`config.mk`:
```
export PLATFORM = sky130hd
export DESIGN_NAME = pkt_filter
export DESIGN_NICKNAME = d
export VERILOG_FILES = /design/src/rtl/pkt_filter_pkg.sv /design/src/rtl/pkt_filter_sat_counter.sv /design/src/rtl/pkt_filter.sv
export SDC_FILE = /design/constraint.sdc
export NUM_CORES = 1
export LEC_CHECK = 0
export CAP_MARGIN = 20
export CORE_ASPECT_RATIO = 1.4
export CORE_MARGIN = 3
export CORE_UTILIZATION = 50
export CTS_CLUSTER_SIZE = 14
export DETAILED_ROUTE_END_ITERATION = 8
export PLACE_DENSITY = 0.81
export SYNTH_ARGS = -nofsm -noshare
export SYNTH_HDL_FRONTEND = slang
export SYNTH_SLANG_ARGS = --single-unit
```
`constraint.sdc`:
```
create_clock -name clk -period 2.65 [get_ports clk]
set_clock_uncertainty 0.1 [all_clocks]
set_input_delay 0.53 -clock clk [delete_from_list [all_inputs] [get_ports clk]]
set_output_delay 0.53 -clock clk [all_outputs]
set_load 0.01 [all_outputs]
```
`src/rtl/pkt_filter_pkg.sv`:
```
// Shared types and defaults for the packet filter stage.
package pkt_filter_pkg;

  localparam int DEF_DATA_W = 8;
  localparam int DEF_CNT_W  = 16;

  typedef enum logic [1:0] {
    ST_IDLE = 2'd0,
    ST_PASS = 2'd1,
    ST_DROP = 2'd2
  } filt_state_e;

  typedef struct packed {
    logic                  val;
    logic                  sop;
    logic                  eop;
    logic [DEF_DATA_W-1:0] data;
  } beat_t;

endpackage

```
`src/rtl/pkt_filter_sat_counter.sv`:
```
// Saturating up-counter with synchronous clear; clear beats increment.
module sat_counter #(
  parameter int W = 16
) (
  input  logic         clk,
  input  logic         reset,
  input  logic         inc,
  input  logic         clr,
  output logic [W-1:0] cnt
);

  // NOTE: sequential state uses non-blocking (<=) so every flop samples pre-edge values.
  always_ff @(posedge clk or posedge reset) begin
    if (reset)
      cnt <= '0;
    else if (clr)
      cnt <= '0;
    else if (inc && (cnt != '1))
      cnt <= cnt + W'(1);
  end

endmodule

```
`src/rtl/pkt_filter.sv`:
```
// Forwards whole packets when enabled, drops disabled/malformed ones and
// truncates a packet cut short by a protocol error; counts passes and drops.
module pkt_filter
  import pkt_filter_pkg::*;
#(
  parameter int DATA_W = DEF_DATA_W,
  parameter int CNT_W  = DEF_CNT_W
) (
  input  logic              clk,
  input  logic              reset,
  input  logic              val,
  input  logic              sop,
  input  logic              eop,
  input  logic [DATA_W-1:0] data,
  input  logic              port_enable,
  input  logic              fsm_error,
  input  logic              cnt_clr,
  output logic              out_val,
  output logic              out_sop,
  output logic              out_eop,
  output logic              out_err,
  output logic [DATA_W-1:0] out_data,
  output logic [CNT_W-1:0]  pass_cnt,
  output logic [CNT_W-1:0]  drop_cnt
);

  logic              s1_val, s1_sop, s1_eop;
  logic [DATA_W-1:0] s1_data;

  filt_state_e state, state_nxt;

  logic fwd, fwd_sop, fwd_eop, fwd_err;
  logic pass_inc, drop_inc;

  // S1 holds the beat that fsm_error refers to this cycle.
  always_ff @(posedge clk or posedge reset) begin
    if (reset) begin
      s1_val  <= 1'b0;
      s1_sop  <= 1'b0;
      s1_eop  <= 1'b0;
      s1_data <= '0;
    end else begin
      s1_val  <= val;
      s1_sop  <= sop;
      s1_eop  <= eop;
      s1_data <= data;
    end
  end

  // NOTE: every always_comb output gets a default first so no latch is inferred.
  always_comb begin
    state_nxt = state;
    fwd       = 1'b0;
    fwd_sop   = 1'b0;
    fwd_eop   = 1'b0;
    fwd_err   = 1'b0;
    pass_inc  = 1'b0;
    drop_inc  = 1'b0;
    if (s1_val) begin
      case (state)
        ST_IDLE: begin
          if (s1_sop && !fsm_error) begin
            if (port_enable) begin
              fwd       = 1'b1;
              fwd_sop   = 1'b1;
              fwd_eop   = s1_eop;
              pass_inc  = 1'b1;
              state_nxt = s1_eop ? ST_IDLE : ST_PASS;
            end else begin
              drop_inc  = 1'b1;
              state_nxt = s1_eop ? ST_IDLE : ST_DROP;
            end
          end
        end
        ST_PASS: begin
          // An intruding sop closes the current packet with an error flag.
          if (fsm_error || (s1_sop && s1_eop)) begin
            fwd       = 1'b1;
            fwd_eop   = 1'b1;
            fwd_err   = 1'b1;
            drop_inc  = 1'b1;
            state_nxt = ST_DROP;
          end else begin
            fwd     = 1'b1;
            fwd_eop = s1_eop;
            if (s1_eop)
              state_nxt = ST_IDLE;
          end
        end
        ST_DROP: begin
          if (s1_eop)
            state_nxt = ST_IDLE;
        end
        default: state_nxt = ST_IDLE;
      endcase
    end
  end

  always_ff @(posedge clk or posedge reset) begin
    if (reset) begin
      state    <= ST_IDLE;
      out_val  <= 1'b0;
      out_sop  <= 1'b0;
      out_eop  <= 1'b0;
      out_err  <= 1'b0;
      out_data <= '0;
    end else begin
      state    <= state_nxt;
      out_val  <= fwd;
      out_sop  <= fwd_sop;
      out_eop  <= fwd_eop;
      out_err  <= fwd_err;
      out_data <= fwd ? s1_data : '0;
    end
  end

  sat_counter #(.W(CNT_W)) u_pass_cnt (
    .clk   (clk),
    .reset (reset),
    .inc   (pass_inc),
    .clr   (cnt_clr),
    .cnt   (pass_cnt)
  );

  sat_counter #(.W(CNT_W)) u_drop_cnt (
    .clk   (clk),
    .reset (reset),
    .inc   (drop_inc),
    .clr   (cnt_clr),
    .cnt   (drop_cnt)
  );

endmodule

```
==> metrics.md, run 1 <==
| Metric | Value |
|---|---|
| RD Place Congestion | 0.852 |
| Post-route minimum period | between 2000 and 2500 ps |
| Flop pwr share | 48.1% |
| Switching Fraction | 24.2% |
| Post_cts resized | 0 |
| Clock power share | 43.4% |
| Vias | roughly 2,100 |
| Setup crit end kind | register |
| Hold_buf cts | 0 |
| Core area | slightly below 5000 um^2 |
| Syn nets | 264 |
| Worst-path clk slew | 70 ps |
| TritonCTS clock tree | built |
| GRT met3 Usage | 6.06% |
| Setup bufs post-CTS | 0 |
| Yosys synthesis warning count | 0 |
| Setup violations, final | 0 |
| IO Pins | 60 |
| ANT nets after route | 0 |
| Slew Viols, Final | 0 |
| Clk root buf | clkbuf_8 |
| CP max FO | 6 |
| Net load switching power | between 400 and 500 uW |
| Met2 capacity usage during global routing | 35.7% |
| Worst setup margin | 366 ps |
| Longest Clk Path Bufs | 2 |
| Crit path max-delay family | simple AND/OR/NAND/NOR gates |
| Largest net degree at the start of global routing | 32 |
| DR WL/cell | 14.9 um |
| Final period utilization | between 80% and 90% |
| Max-cap viol count | 0 |
| Vias in the first global route | between 2,000 and 2,500 |
| Cells on worst reg2reg path | 5 |
| DR DRC count | 0 |
| RSZ-0062 raised after global routing | false |
| Overall routing resource usage | 21.5% |
| I/O Buffers | 59 |
| GR peak layer | met2 |
| Chip Height | between 90 and 100 um |
| Worst Path Arrival | 2410 ps |
| First-pass GRT wire length | ~9800 um |
| Die Area | 6080 um^2 |
| Final HPWL DP | 3960 um |
| Fin cells | 382 |
| CTS HTree Levels | 3 |
| Ant diodes | 0 |
| # nets final | 331 |
| Area Overhead vs Synth | 34.2% |
| Setup_tns | 0 ps |
| Placement Setup Slack | about 60 ps |
| Worst endpoint required time | 2770 ps |
| Worst skew pair latency | 340 ps |
| Crit path kind | input pin to register |
| CTS Buf Count | 9 |
| Synth Register Bits | between 50 and 60 |
| Avg Inst Size Synth | about 11 um^2 |
| Gate power share | 8.6% |
| M1 GR Usage | 24.9% |
| Max Fclk | approximately 0.44 GHz |
| Relative slew slack | 59.5% |
| P per Cell Area | 560 nW/um^2 |
| Overflow after GRT | 0 |
| Final core occ | 70.5% |
| Starting DRC count in detailed routing | 109 |
| Status | completed |
| Hold depth | 1 |
| Cells after synthesis | 246 |
| Placed Cells | between 300 and 400 |
| Top cells by area, synth | dfrtp_1, xnor2_1, nor2_1 |
| CP max-delay cell | clkdlybuf4s50_1 |
| Cell depth of the worst setup path | 6 |
| Hold Crit Class | register to register |
| Tot Pwr | 1940 uW |
| Clk sinks | 57 |
| Post-synth top area share | between 50% and 60% |
| Synthesized cell area | 2580 um^2 |
| Detailed Route WL | 5690 um |
| Final Hold Fails | 0 |
| Initial antenna violation count | 0 |
| Leak | 0.00141 uW |
| Vias per cell | 5.40 |
| Crit path cell chain | clkdlybuf4s50_1 > nor4b_4 > a2bb2oi_2 > nor3_1 > nand3_1 > mux2_1 |
| Netlist cell types | 36 |
| Fillers | 384 |
| Internal power | 1470 uW |
| Critical Path Max Stage Delay | 530 ps |
| First-pass DRT Iterations | 4 |
| Worst VDD drop | about 0.42 mV |
| Tightest Pin Transition | 607 ps |
| Chip Width | ~67 um |
| Layout cells sized above 1 | 9.12% |
| Worst setup SP type | input pin |
| Area leader, netlist | dfrtp_1 |
| Worst Path Buf+Inv | 1 |
| Row count | 30 |
| Seq/Total Area, Yosys | 55.2% |
| Initial Util | 52.6% |
[layout by cell type, fill, tap and decap left out, drive strengths merged, types with 2 or more instances in the layout]
| cell | synthesis | final |
|---|---|---|
| mux2 | 2 | 2 |
| xnor2 | 24 | 24 |
| or3 | 4 | 4 |
| nor2b | 4 | 4 |
| dfrtp | 57 | 57 |
| ha | 2 | 2 |
| nand4b | 3 | 3 |
| nor2 | 32 | 32 |
| nor3 | 12 | 12 |
| and2 | 10 | 10 |
| a21oi | 7 | 7 |
| buf | 3 | 7 |
| o21ai | 5 | 5 |
| nor4 | 7 | 7 |
| nor3b | 4 | 4 |
| clkdlybuf4s50 | 0 | 59 |
| nand3 | 9 | 9 |
| inv | 5 | 5 |
| clkinv | 0 | 2 |
| nand2 | 15 | 15 |
| and3 | 6 | 6 |
| clkbuf | 7 | 12 |
| nor4b | 2 | 2 |
| and4 | 6 | 6 |
| xor2 | 2 | 2 |
| nand4 | 10 | 10 |
[power groups by stage]
stage / clock network, uW / logic [uW] / registers, uW
floorplan: 0 / 86.2 / 946
global placement: 0 / 162 / 945
detailed placement: 0 / 166 / 948
CTS: 851 / 169 / 932
global route: 893 / 186 / 938
finish: 842 / 166 / 934
[cells by family (layout without fill, tap and decap cells)]
logic type / Yosys count / count (layout) / share of synthesized area, %
compound gates: 16 / 16 / 3.73
mux: 3 / 3 / 1.26
fa+ha+maj: 2 / 2 / 0.968
buf+inv: 15 / 87 / 2.52
xor+xnor: 26 / 26 / 8.81
flops: 57 / 57 / 55.2
simple gates: 127 / 127 / 27.5
[worst register-to-register path, cell delays in order, from the launching register on]
cell and delay, ps:
dfrtp_1 490, nor4b_4 370, a2bb2oi_2 150, nor3_1 410
nand3_1 140, mux2_1 320
[cells in the mapped netlist (all sizes together)]
cell type	n
and4bb	1
nand4b	3
inv	5
nand2	15
xor2	2
xnor2	24
and3	6
a2bb2oi	1
nor2	32
a21oi	7
or3	4
mux2	2
nor4	7
buf	3
clkbuf	7
a211oi	1
and2	10
and4	6
a22oi	1
nand3b	1
nor2b	4
nor4b	2
nand3	9
dfrtp	57
a31oi	1
nand4	10
mux2i	1
nor3	12
o21ai	5
ha	2
nor3b	4
or2	1
[cell type report]
cell class	count	area, um^2	share of cell area, %
Clock inverter	4	51.3	1.48
Clock buffer	12	155	4.47
Tap cell	64	80.1	2.31
Sequential cell	57	1430	41.1
Timing Repair Buffer	66	643	18.5
Multi-Input combinational cell	174	1090	31.5
Inverter	5	18.8	0.541
[routing by layer]
layer  vias to the layer above  wire length [um]
li1                        989                 -
met1                      1004              2230
met2                        59              3090
met3                        12               242
met4                         0               126
met5                         -                 0
[path summary, 6_finish.rpt]
kind                                 start  slack (ps)                 end
worst min register to register  s1_data[1]         350         out_data[1]
worst max-delay path             fsm_error         370  u_drop_cnt.cnt[13]
worst min-delay path            s1_data[1]         350         out_data[1]
worst max register to register    state[0]         570  u_drop_cnt.cnt[13]
min in group asynchronous            reset         480             out_err
max in group asynchronous            reset        1330   u_pass_cnt.cnt[9]
[registers in the layout, indices dropped and copies added, names as in the netlist, 2 cells and up]
| name | count |
|---|---|
| state | 2 |
| s1_data | 8 |
| u_drop_cnt.cnt | 16 |
| out_data | 8 |
| u_pass_cnt.cnt | 16 |
[through the flow]
stage / area, um^2 / hold slack [ps]
floorplan: 2580 / 328
global placement: 3260 / 328
detailed placement: 3260 / 334
CTS: 3470 / 350
global route: 3470 / 371
finish: 3470 / 347
(Power assumes the default switching activity.)
==> run 2: changes to the inputs <==
--- a/config.mk
+++ b/config.mk
@@ -5,13 +5,13 @@
 export SDC_FILE = /design/constraint.sdc
 export NUM_CORES = 1
 export LEC_CHECK = 0
-export CAP_MARGIN = 20
 export CORE_ASPECT_RATIO = 1.4
 export CORE_MARGIN = 3
 export CORE_UTILIZATION = 50
 export CTS_CLUSTER_SIZE = 14
 export DETAILED_ROUTE_END_ITERATION = 8
 export PLACE_DENSITY = 0.81
+export RECOVER_POWER = 50
 export SYNTH_ARGS = -nofsm -noshare
 export SYNTH_HDL_FRONTEND = slang
 export SYNTH_SLANG_ARGS = --single-unit
==> run 2 against run 1 <==
Effect of this change:
- routed wire length is 0.28% lower
- hold slack improved by 2.5 ps
- non-clock buffer count did not move
- register-to-register slack about the same
- first-iteration DRC count shrank 0.92%
- combinational power fell by 4%
- largest cell class unchanged
==> metrics.md, run 2 (same netlist as run 1, synthesis figures left out) <==
| Metric | Value |
|---|---|
| Final Hold Fails | 0 (unchanged) |
| Hold Crit Class | register to register |
| Starting DRC count in detailed routing | 108 (-0.92%) |
| Crit path kind | input pin to register |
| Initial Util | 52.6% (unchanged) |
| Worst VDD drop | 0.421 mV (about the same) |
| Leak | 0.00141 uW (-0.34%) |
| Largest registers | u_drop_cnt.cnt: 16 flops, u_pass_cnt.cnt: 16 flops |
| Slew Viols, Final | 0 (unchanged) |
| Status | completed |
| Post_cts resized | 0 (unchanged) |
| Placement Setup Slack | 60.0 ps (unchanged) |
| RSZ-0062 raised after global routing | false |
| CP max FO | 6 (unchanged) |
| Final period utilization | 89.7% (+3.5 points) |
| # nets final | 331 (unchanged) |
| Setup_tns | 0 ps (unchanged) |
| I/O Buffers | 59 (unchanged) |
| Setup crit end kind | register |
| Largest net degree at the start of global routing | 32 (unchanged) |
| Chip Width | 66.8 um (unchanged) |
| Chip Height | 91.1 um (unchanged) |
| Ant diodes | 0 (unchanged) |
| Cells on worst reg2reg path | 5 (unchanged) |
| Longest Clk Path Bufs | 2 (unchanged) |
| CP max-delay cell | dlygate4sd3_1 |
| Critical Path Max Stage Delay | 630 ps (+100 ps) |
| TritonCTS clock tree | built |
| Worst hold slack | 350 ps (+2.49 ps) |
| Worst Path Arrival | 2500 ps (+90 ps) |
| Worst setup SP type | input pin |
| Core area | 4920 um^2 (unchanged) |
| Setup bufs post-CTS | 0 (unchanged) |
| Max Fclk | 0.421 GHz (-3.9%) |
| Commonest non-fill, non-tap cell in the layout | dfrtp_1 |
| Row count | 30 (unchanged) |
| Setup violations, final | 0 (unchanged) |
| CTS Buf Count | 9 (unchanged) |
| Relative slew slack | 27.0% (-32 points) |
| Tot Pwr | 1930 uW (-0.46%) |
| DR DRC count | 0 (unchanged) |
| Max-cap viol count | 0 (unchanged) |
| Layout cells sized above 1 | 8.49% (-0.63 points) |
| Commonest cells after routing, fill and taps aside | dfrtp_1, clkdlybuf4s50_1, nor2_1 |
| Final HPWL DP | 3960 um (unchanged) |
| ANT nets after route | 0 (unchanged) |
| Tightest Pin Transition | 1090 ps (+486 ps) |
| Clk root buf | clkbuf_8 |
| CTS HTree Levels | 3 (unchanged) |
| Vias per cell | 5.40 (about the same) |
| Die Area | 6080 um^2 (unchanged) |
| First-pass DRT Iterations | 4 (unchanged) |
| Post-route minimum period | 2380 ps (+92.6 ps) |
| IO Pins | 60 (unchanged) |
| Worst-path clk slew | 70 ps (about the same) |
| Detailed Route WL | 5680 um (-0.28%) |
| Final core occ | 70.4% (-0.18 points) |
| First-pass GRT wire length | 9850 um (unchanged) |
| Hold_buf cts | 0 (unchanged) |
| Hold depth | 1 (unchanged) |
| Vias | 2,062 (-0.097%) |
| Worst endpoint required time | 2770 ps (about the same) |
| Vias in the first global route | 2,119 (unchanged) |
| Crit path cell chain | dlygate4sd3_1 > nor4b_4 > a2bb2oi_2 > nor3_1 > nand3_1 > mux2_1 |
| Initial antenna violation count | 0 (unchanged) |
| RD Place Congestion | 0.852 (unchanged) |
| Area Overhead vs Synth | 33.8% |
| DR WL/cell | 14.9 um (-0.28%) |
| Overall routing resource usage | 21.5% (unchanged) |
| Overflow after GRT | 0 (unchanged) |
| Fillers | 386 (+0.52%) |
| Worst setup margin | 273 ps (-92.6 ps) |
| Clk sinks | 57 (unchanged) |
| P per Cell Area | 559 nW/um^2 (-0.21%) |
| Worst skew pair latency | 340 ps (about the same) |
## run 2: changes by cell type in the layout (fill, tap and decap cells not counted)
cell,previous run,this run
and2_1,10,6
clkdlybuf4s50_1,59,46
and2_0,0,4
inv_1,4,5
inv_2,1,0
dlygate4sd3_1,0,13
buf_4,7,4
clkbuf_2,0,2
clkbuf_1,1,2
## run 2: metal layers
layer,GRT usage (%),vias to the layer above,share of wire [%]
li1,-,988,-
met1,24.9,1002,38
met2,35.7,64,56
met3,6.06,8,4.4
met4,10.3,0,1.3
met5,0,-,0
## run 2: critical path, delay by kind of cell
family                 cells  cell delay [ps]
AOI/OAI and AO/OA          1              150
muxes                      1              320
and+or+nand+nor            3              870
buffers and inverters      1              630
## run 2: power by group
group / switching (uW) / internal (uW)
Combinational: 81.7 / 77.8
Clock: 354 / 486
Sequential: 31.5 / 902
Total: 468 / 1470
## run 2: per-stage QoR
step	instance area, um^2	instances
CTS	3470	382
finish	3460	382
detailed placement	3260	366
global placement	3260	366
global route	3460	382
floorplan	2580	246
## run 2: area by class of cell
type,count,area (um^2),area share [%]
tap,64,80.1,2.31
clock buffer,12,155,4.48
clock inverter,4,51.3,1.48
timing repair buffer,66,634,18.3
multi-input combinational,174,1090,31.6
sequential,57,1430,41.2
inverter,5,18.8,0.542
## run 2: worst paths after layout
check                            from            endpoint  slack (ps)
max                         fsm_error  u_drop_cnt.cnt[13]         270
min                        s1_data[4]         out_data[4]         350
max reg2reg                  state[0]  u_drop_cnt.cnt[13]         570
min reg2reg                s1_data[4]         out_data[4]         350
max in group asynchronous       reset   u_pass_cnt.cnt[1]         690
min in group asynchronous       reset          s1_data[1]         810
